**config.mk**
```make
export PLATFORM = sky130hd
export DESIGN_NAME = unary_window_counter
export DESIGN_NICKNAME = d
export VERILOG_FILES = /design/src/rtl/unary_pkg.sv /design/src/rtl/unary_ch_acc.sv /design/src/rtl/unary_window_counter.sv
export SDC_FILE = /design/constraint.sdc
export NUM_CORES = 1
export LEC_CHECK = 0
export ABC_CLOCK_PERIOD_IN_PS = 4400
export CELL_PAD_IN_SITES_DETAIL_PLACEMENT = 1
export CELL_PAD_IN_SITES_GLOBAL_PLACEMENT = 1
export CORE_MARGIN = 4
export CORE_UTILIZATION = 45
export CTS_BUF_LIST = sky130_fd_sc_hd__clkbuf_16
export DETAILED_ROUTE_END_ITERATION = 6
export GPL_ROUTABILITY_DRIVEN = 0
export PLACE_DENSITY = 0.85
export SLEW_MARGIN = 20
export SYNTH_ARGS = -nofsm -noshare
export SYNTH_HDL_FRONTEND = slang
export SYNTH_SLANG_ARGS = --single-unit
```
**constraint.sdc**
```tcl
create_clock -name clock -period 4.4 [get_ports clock]
set_input_delay 1.1 -clock clock [delete_from_list [all_inputs] [get_ports clock]]
set_output_delay 1.1 -clock clock [all_outputs]
set_load 0.02 [all_outputs]
```
**src/rtl/unary_pkg.sv**
```systemverilog
// Shared definitions for the unary window counter.
//   state_t : measurement FSM states (IDLE, RUN)
//   cw_of   : count width needed to hold 0..window inclusive
package unary_pkg;

    typedef enum logic [0:0] {
        IDLE = 1'b0,
        RUN  = 1'b1
    } state_t;

    function automatic int unsigned cw_of(input int unsigned window);
        return $clog2(window + 1);
    endfunction

endpackage

```
**src/rtl/unary_ch_acc.sv**
```systemverilog
// Per-channel accumulator and result decode for one unary bitstream.
//   clock     : rising-edge clock
//   reset     : synchronous active-high reset, zeroes the accumulator
//   clr_i     : zero the accumulator (start, window restart, abort)
//   en_i      : accumulate bit_i this cycle
//   bit_i     : unary stream bit
//   bipolar_i : select bipolar decode of the result
//   result_o  : decoded count including the current bit_i (CW+1 bits)
module unary_ch_acc
    import unary_pkg::*;
#(
    parameter  int unsigned WINDOW = 128,
    localparam int unsigned CW     = cw_of(WINDOW)
) (
    input  logic        clock,
    input  logic        reset,
    input  logic        clr_i,
    input  logic        en_i,
    input  logic        bit_i,
    input  logic        bipolar_i,
    output logic [CW:0] result_o
);

    localparam logic [CW:0] WIN_V = (CW + 1)'(WINDOW);

    logic [CW-1:0] acc_q;
    logic [CW-1:0] acc_d;
    logic [CW-1:0] final_cnt;

    // Count including this cycle's bit, so the top can capture the result
    // on the same edge that the last sample of the window arrives.
    always_comb begin
        final_cnt = acc_q + CW'(bit_i);
        acc_d     = acc_q;
        if (clr_i) begin
            acc_d = '0;
        end else if (en_i) begin
            acc_d = final_cnt;
        end
    end

    // Bipolar: 2*count - WINDOW; fits in CW+1 bits since WINDOW < 2**CW.
    always_comb begin
        if (bipolar_i) begin
            result_o = {final_cnt, 1'b0} - WIN_V;
        end else begin
            result_o = {1'b0, final_cnt};
        end
    end

    always_ff @(posedge clock) begin
        if (reset) begin
            acc_q <= '0;
        end else begin
            acc_q <= acc_d;
        end
    end

endmodule

```
**src/rtl/unary_window_counter.sv**
```systemverilog
// Multi-channel unary bitstream window counter.
// Counts ones per channel over WINDOW valid samples and presents a signed
// per-channel result through a valid/ready output register.
//   clock, reset        : rising-edge clock, synchronous active-high reset
//   io_in, io_in_valid  : one stream bit per channel plus sample qualifier
//   io_start, io_stop   : begin (IDLE only) / abort (RUN only) measurement
//   io_continuous       : back-to-back windows, latched at start
//   io_bipolar          : bipolar decode, latched at start
//   io_clear            : clears the sticky overrun flag
//   io_out_count        : NCH x (CW+1)-bit results, channel 0 in LSBs
//   io_out_valid/ready  : result handshake
//   io_busy             : measurement in progress
//   io_overrun          : sticky, an unconsumed result was overwritten
module unary_window_counter
    import unary_pkg::*;
#(
    parameter  int unsigned NCH    = 4,
    parameter  int unsigned WINDOW = 128,
    localparam int unsigned CW     = cw_of(WINDOW)
) (
    input  logic                  clock,
    input  logic                  reset,
    input  logic [NCH-1:0]        io_in,
    input  logic                  io_in_valid,
    input  logic                  io_start,
    input  logic                  io_stop,
    input  logic                  io_continuous,
    input  logic                  io_bipolar,
    input  logic                  io_clear,
    output logic [NCH*(CW+1)-1:0] io_out_count,
    output logic                  io_out_valid,
    input  logic                  io_out_ready,
    output logic                  io_busy,
    output logic                  io_overrun
);

    localparam logic [CW-1:0] LAST_IDX = CW'(WINDOW - 1);

    state_t                  state_q, state_d;
    logic [CW-1:0]           cnt_q, cnt_d;
    logic                    cont_q, cont_d;
    logic                    bip_q, bip_d;
    logic [NCH*(CW+1)-1:0]   res_q, res_d;
    logic                    valid_q, valid_d;
    logic                    ovr_q, ovr_d;
    logic [NCH*(CW+1)-1:0]   res_w;

    logic start_go;
    logic abort;
    logic sample;
    logic done;
    logic acc_clr;

    always_comb begin
        start_go = (state_q == IDLE) && io_start;
        abort    = (state_q == RUN) && io_stop;
        // Abort takes priority, so a stop on the last sample produces nothing.
        sample   = (state_q == RUN) && io_in_valid && !io_stop;
        done     = sample && (cnt_q == LAST_IDX);
        acc_clr  = start_go || abort || done;
    end

    for (genvar c = 0; c < NCH; c++) begin : g_ch
        unary_ch_acc #(
            .WINDOW(WINDOW)
        ) u_acc (
            .clock    (clock),
            .reset    (reset),
            .clr_i    (acc_clr),
            .en_i     (sample),
            .bit_i    (io_in[c]),
            .bipolar_i(bip_q),
            .result_o (res_w[c*(CW+1) +: (CW+1)])
        );
    end

    always_comb begin
        state_d = state_q;
        cnt_d   = cnt_q;
        cont_d  = cont_q;
        bip_d   = bip_q;
        res_d   = res_q;
        valid_d = valid_q;
        ovr_d   = ovr_q;

        if (start_go) begin
            state_d = RUN;
            cnt_d   = '0;
            cont_d  = io_continuous;
            bip_d   = io_bipolar;
        end else if (abort) begin
            state_d = IDLE;
            cnt_d   = '0;
        end else if (done) begin
            cnt_d = '0;
            if (!cont_q) begin
                state_d = IDLE;
            end
        end else if (sample) begin
            cnt_d = cnt_q + CW'(1);
        end

        // A load wins over a same-cycle transfer, keeping valid high.
        if (done) begin
            res_d   = res_w;
            valid_d = 1'b1;
        end else if (valid_q && io_out_ready) begin
            valid_d = 1'b0;
        end

        // Overrun event wins over a same-cycle clear.
        if (done && valid_q && !io_out_ready) begin
            ovr_d = 1'b1;
        end else if (io_clear) begin
            ovr_d = 1'b0;
        end
    end

    always_ff @(posedge clock) begin
        if (reset) begin
            state_q <= IDLE;
            cnt_q   <= '0;
            cont_q  <= 1'b0;
            bip_q   <= 1'b0;
            res_q   <= '0;
            valid_q <= 1'b0;
            ovr_q   <= 1'b0;
        end else begin
            state_q <= state_d;
            cnt_q   <= cnt_d;
            cont_q  <= cont_d;
            bip_q   <= bip_d;
            res_q   <= res_d;
            valid_q <= valid_d;
            ovr_q   <= ovr_d;
        end
    end

    assign io_out_count = res_q;
    assign io_out_valid = valid_q;
    assign io_busy      = (state_q == RUN);
    assign io_overrun   = ovr_q;

endmodule

```
==> qor.json <==
{
  "slew_viol_final": {"value": 0},
  "worst_r2r_path_depth": {"value": 5},
  "dieArea": {"value": 10300, "unit": "sq um"},
  "worst_case_setup_slack_after_placement": {"value": 0.887, "unit": "ns"},
  "unrepaired_setup_endpoints_after_global_routing": {"value": "no"},
  "clock_h_tree_levels": {"value": 3},
  "tightest_slew": {"value": 1.08, "unit": "ns"},
  "grt_pass1_wl": {"value": 17200, "unit": "um"},
  "cts_max_path_buffers": {"value": 2},
  "first_pass_iters": {"value": 4},
  "starting_density_of_the_core": {"value": 47.1, "unit": "%"},
  "max_cap_violations": {"value": 0},
  "grt_usage": {"value": 21.1, "unit": "%"},
  "mostFrequentLayoutCells": {"value": "sky130_fd_sc_hd__dfxtp_1, sky130_fd_sc_hd__nand2_1, sky130_fd_sc_hd__nor2_1, sky130_fd_sc_hd__clkdlybuf4s50_1, sky130_fd_sc_hd__xor2_1"},
  "post-route-drc-count": {"value": 0},
  "antenna_violations_before_repair": {"value": 0},
  "final_min_period_over_clock_period": {"value": 71.8, "unit": "%"},
  "synthCells": {"value": 462},
  "ys_ff_latch": {"value": 81},
  "cts.root.buffer_cell": {"value": "sky130_fd_sc_hd__clkbuf_16"},
  "critical_path.reg2reg.startpoint": {"value": "io_busy"},
  "worstSkewPairLatency": {"value": 0.33, "unit": "ns"},
  "required": {"value": 4.63, "unit": "ns"},
  "hpwlAfterDp": {"value": 6910, "unit": "um"},
  "floorplan.core_area": {"value": 8380, "unit": "sq um"},
  "via_per_inst": {"value": 5.39},
  "path_clk_slew": {"value": 0.06, "unit": "ns"},
  "n_fill_cell": {"value": 970},
  "antenna_cells": {"value": 0},
  "ioPinCount": {"value": 52},
  "finalHoldViolations": {"value": 0},
  "cts_setup_buffers": {"value": 0},
  "grt_pass1_vias": {"value": 3461},
  "vdd.ir_drop.worst": {"value": 0.155, "unit": "mV"},
  "dr_total_vias": {"value": 3281},
  "postSynth.topFlopCell": {"value": "sky130_fd_sc_hd__dfxtp_1"},
  "min_period": {"value": 3.16, "unit": "ns"},
  "synthesis.area": {"value": 3950, "unit": "sq um"},
  "final_net_count": {"value": 521},
  "setup_viol_count_final": {"value": 0},
  "hold_start": {"value": "io_out_count[27]"},
  "cts.sinks": {"value": 81},
  "proportion_of_register_bits_with_asynchronous_set_or_reset_after_synthesis": {"value": 0, "unit": "%"},
  "maxClockFrequency": {"value": 316, "unit": "MHz"},
  "post_cts_resized": {"value": 0},
  "worstHoldPathCells": {"value": 2},
  "seqCellArea": {"value": 1620, "unit": "sq um"},
  "detail_route.wirelength": {"value": 10200, "unit": "um"},
  "slew_headroom": {"value": 28.3, "unit": "%"},
  "mappedNetlistNets": {"value": 484},
  "slack_of_the_critical_path": {"value": 1.24, "unit": "ns"},
  "fin_setup_tns": {"value": 0, "unit": "ns"},
  "clock_tree_from_tritoncts": {"value": "done"},
  "timing.rr.end": {"value": "g_ch[0].u_acc.acc_q[7]"},
  "post_synth.cell_area_avg": {"value": 8.54, "unit": "sq um"},
  "setup.worst_path.class": {"value": "input port to flop"},
  "finalCoreUtilization": {"value": 56.7, "unit": "%"},
  "area_growth": {"value": 20.5, "unit": "%"},
  "run_status": {"value": "finished, final reports clean"},
  "route.detailed.wl_per_inst": {"value": 16.7, "unit": "um"},
  "finClkSkew": {"value": 0.00684, "unit": "ns"},
  "die_height": {"value": 102, "unit": "um"},
  "cts.hold.buffers_added": {"value": 0},
  "critPathCaptureType": {"value": "flop"},
  "port_buffers": {"value": 51},
  "num_rows": {"value": 33},
  "pwr_density": {"value": 324, "unit": "nW/um^2"},
  "worstHoldPathType": {"value": "flop to flop"},
  "post-route-cell-area": {"value": 4760, "unit": "sq um"},
  "cts_made_buffers": {"value": 9},
  "min_delay_worst_endpoint": {"value": "io_out_count[27]"},
  "layout_cells_sized_above_1": {"value": 5.16, "unit": "%"},
  "synth.distinct_cells": {"value": 44},
  "detail-route-antenna-nets": {"value": 0},
  "critPathArrivalTime": {"value": 3.39, "unit": "ns"},
  "synth-edff-count": {"value": 0},
  "synth_seq_area_share": {"value": 41.1, "unit": "%"},
  "multiInputGateArea": {"value": 2150, "unit": "sq um"},
  "placedInstanceArea": {"value": 4470, "unit": "sq um"},
  "grt_max_degree": {"value": 51},
  "mostFrequentLayoutCell": {"value": "sky130_fd_sc_hd__dfxtp_1"},
  "regToRegSetupSlack": {"value": 2.18, "unit": "ns"},
  "drt_iter0_drc": {"value": 101},
  "critical_path.startpoint_type": {"value": "input port"},
  "static-leakage-power": {"value": 0.00161, "unit": "uW"},
  "synth-warning-count": {"value": 0},
  "die_width": {"value": 102, "unit": "um"},
  "overflow": {"value": 0},
  "worst_path_max_fanout": {"value": 38}
}
layout make-up:
cell class,count,share of cell area [%]
Tap cell,105,2.76
Multi-Input combinational cell,346,45.2
Timing Repair Buffer,56,11.5
Sequential cell,81,34.1
Clock inverter,7,1.29
Clock buffer,9,4.74
Inverter,5,0.395
metal layers:
metal,routed length [um],GRT usage (%),vias to the layer above
met3,355,2.75,14
li1,-,-,1630
met2,4910,34.9,47
met4,151,7.26,0
met1,4760,28.5,1590
met5,0,0,-
flip-flops by register name, summed over array words and instances, names as in the netlist:
signal	cells
io_out_valid	1
bip_q	1
io_out_count	36
cnt_q	8
g_ch.u_acc.acc_q	32
cont_q	1
io_busy	1
io_overrun	1
stage by stage:
stage               instances  power (uW)  hold slack [ns]
floorplan                 462         807            0.439
global placement          593         825            0.439
detailed placement        593         828            0.449
CTS                       609        1550            0.458
global route              609        1590            0.479
finish                    609        1540            0.460
worst max-delay path by stage:
stage	slack (ns)	start	to	cells past startpoint
floorplan	1.94	io_in[1]	io_out_count[17]	7
global placement	1.01	io_stop	g_ch[0].u_acc.acc_q[7]	6
detailed placement	0.89	io_stop	g_ch[0].u_acc.acc_q[7]	6
CTS	1.22	io_stop	g_ch[0].u_acc.acc_q[7]	6
global route	1.02	io_stop	g_ch[0].u_acc.acc_q[7]	6
finish	1.24	io_stop	g_ch[0].u_acc.acc_q[7]	6
cell usage after synthesis (2+ instances only):
cell type,instances,share of area (%)
sky130_fd_sc_hd__dfxtp_1,81,41
sky130_fd_sc_hd__nand2_1,68,6.5
sky130_fd_sc_hd__nor2_1,65,6.2
sky130_fd_sc_hd__xor2_1,30,6.7
sky130_fd_sc_hd__a21oi_1,29,3.7
sky130_fd_sc_hd__mux2i_1,26,6.6
sky130_fd_sc_hd__xnor2_1,25,5.5
sky130_fd_sc_hd__clkbuf_1,19,1.8
sky130_fd_sc_hd__nand3_1,15,1.9
sky130_fd_sc_hd__o21ai_0,15,1.9
sky130_fd_sc_hd__nand3b_1,13,2.5
sky130_fd_sc_hd__ha_1,9,2.9
sky130_fd_sc_hd__nor3_1,7,0.89
sky130_fd_sc_hd__a211oi_1,6,1.1
sky130_fd_sc_hd__buf_2,6,0.76
sky130_fd_sc_hd__inv_1,5,0.48
sky130_fd_sc_hd__nand4_1,5,0.79
sky130_fd_sc_hd__nand2b_1,4,0.63
sky130_fd_sc_hd__o211ai_1,3,0.57
sky130_fd_sc_hd__o32ai_1,3,0.67
sky130_fd_sc_hd__buf_6,2,0.57
sky130_fd_sc_hd__buf_8,2,0.76
sky130_fd_sc_hd__mux2_2,2,0.57
sky130_fd_sc_hd__nor2b_1,2,0.32
worst max-delay path: stages:
cell and delay (ns):
sky130_fd_sc_hd__clkdlybuf4s50_1 0.53, sky130_fd_sc_hd__nand3b_4 0.15, sky130_fd_sc_hd__buf_4 0.30, sky130_fd_sc_hd__or4_1 0.20
sky130_fd_sc_hd__nand3_2 0.60, sky130_fd_sc_hd__a211oi_1 0.48
power by group:
group	total, uW	internal [uW]	switching (uW)	leakage (uW)
clock	728	434	295	0.000140
combinational	63.7	28.6	35.1	0.000816
sequential	748	736	11.9	0.000653
total	1540	1200	342	0.00161
cells by family after synthesis:
kind of cell	after synthesis	share of synthesized area [%]
AO/OA/AOI/OAI	64	9.70
XOR/XNOR	55	12.2
flip-flops	81	41.1
adder cells (fa/ha/maj)	9	2.85
buffers and inverters	35	4.47
AND/OR/NAND/NOR	190	22.5
multiplexers	28	7.17
Power figures use the tool's default switching activity.
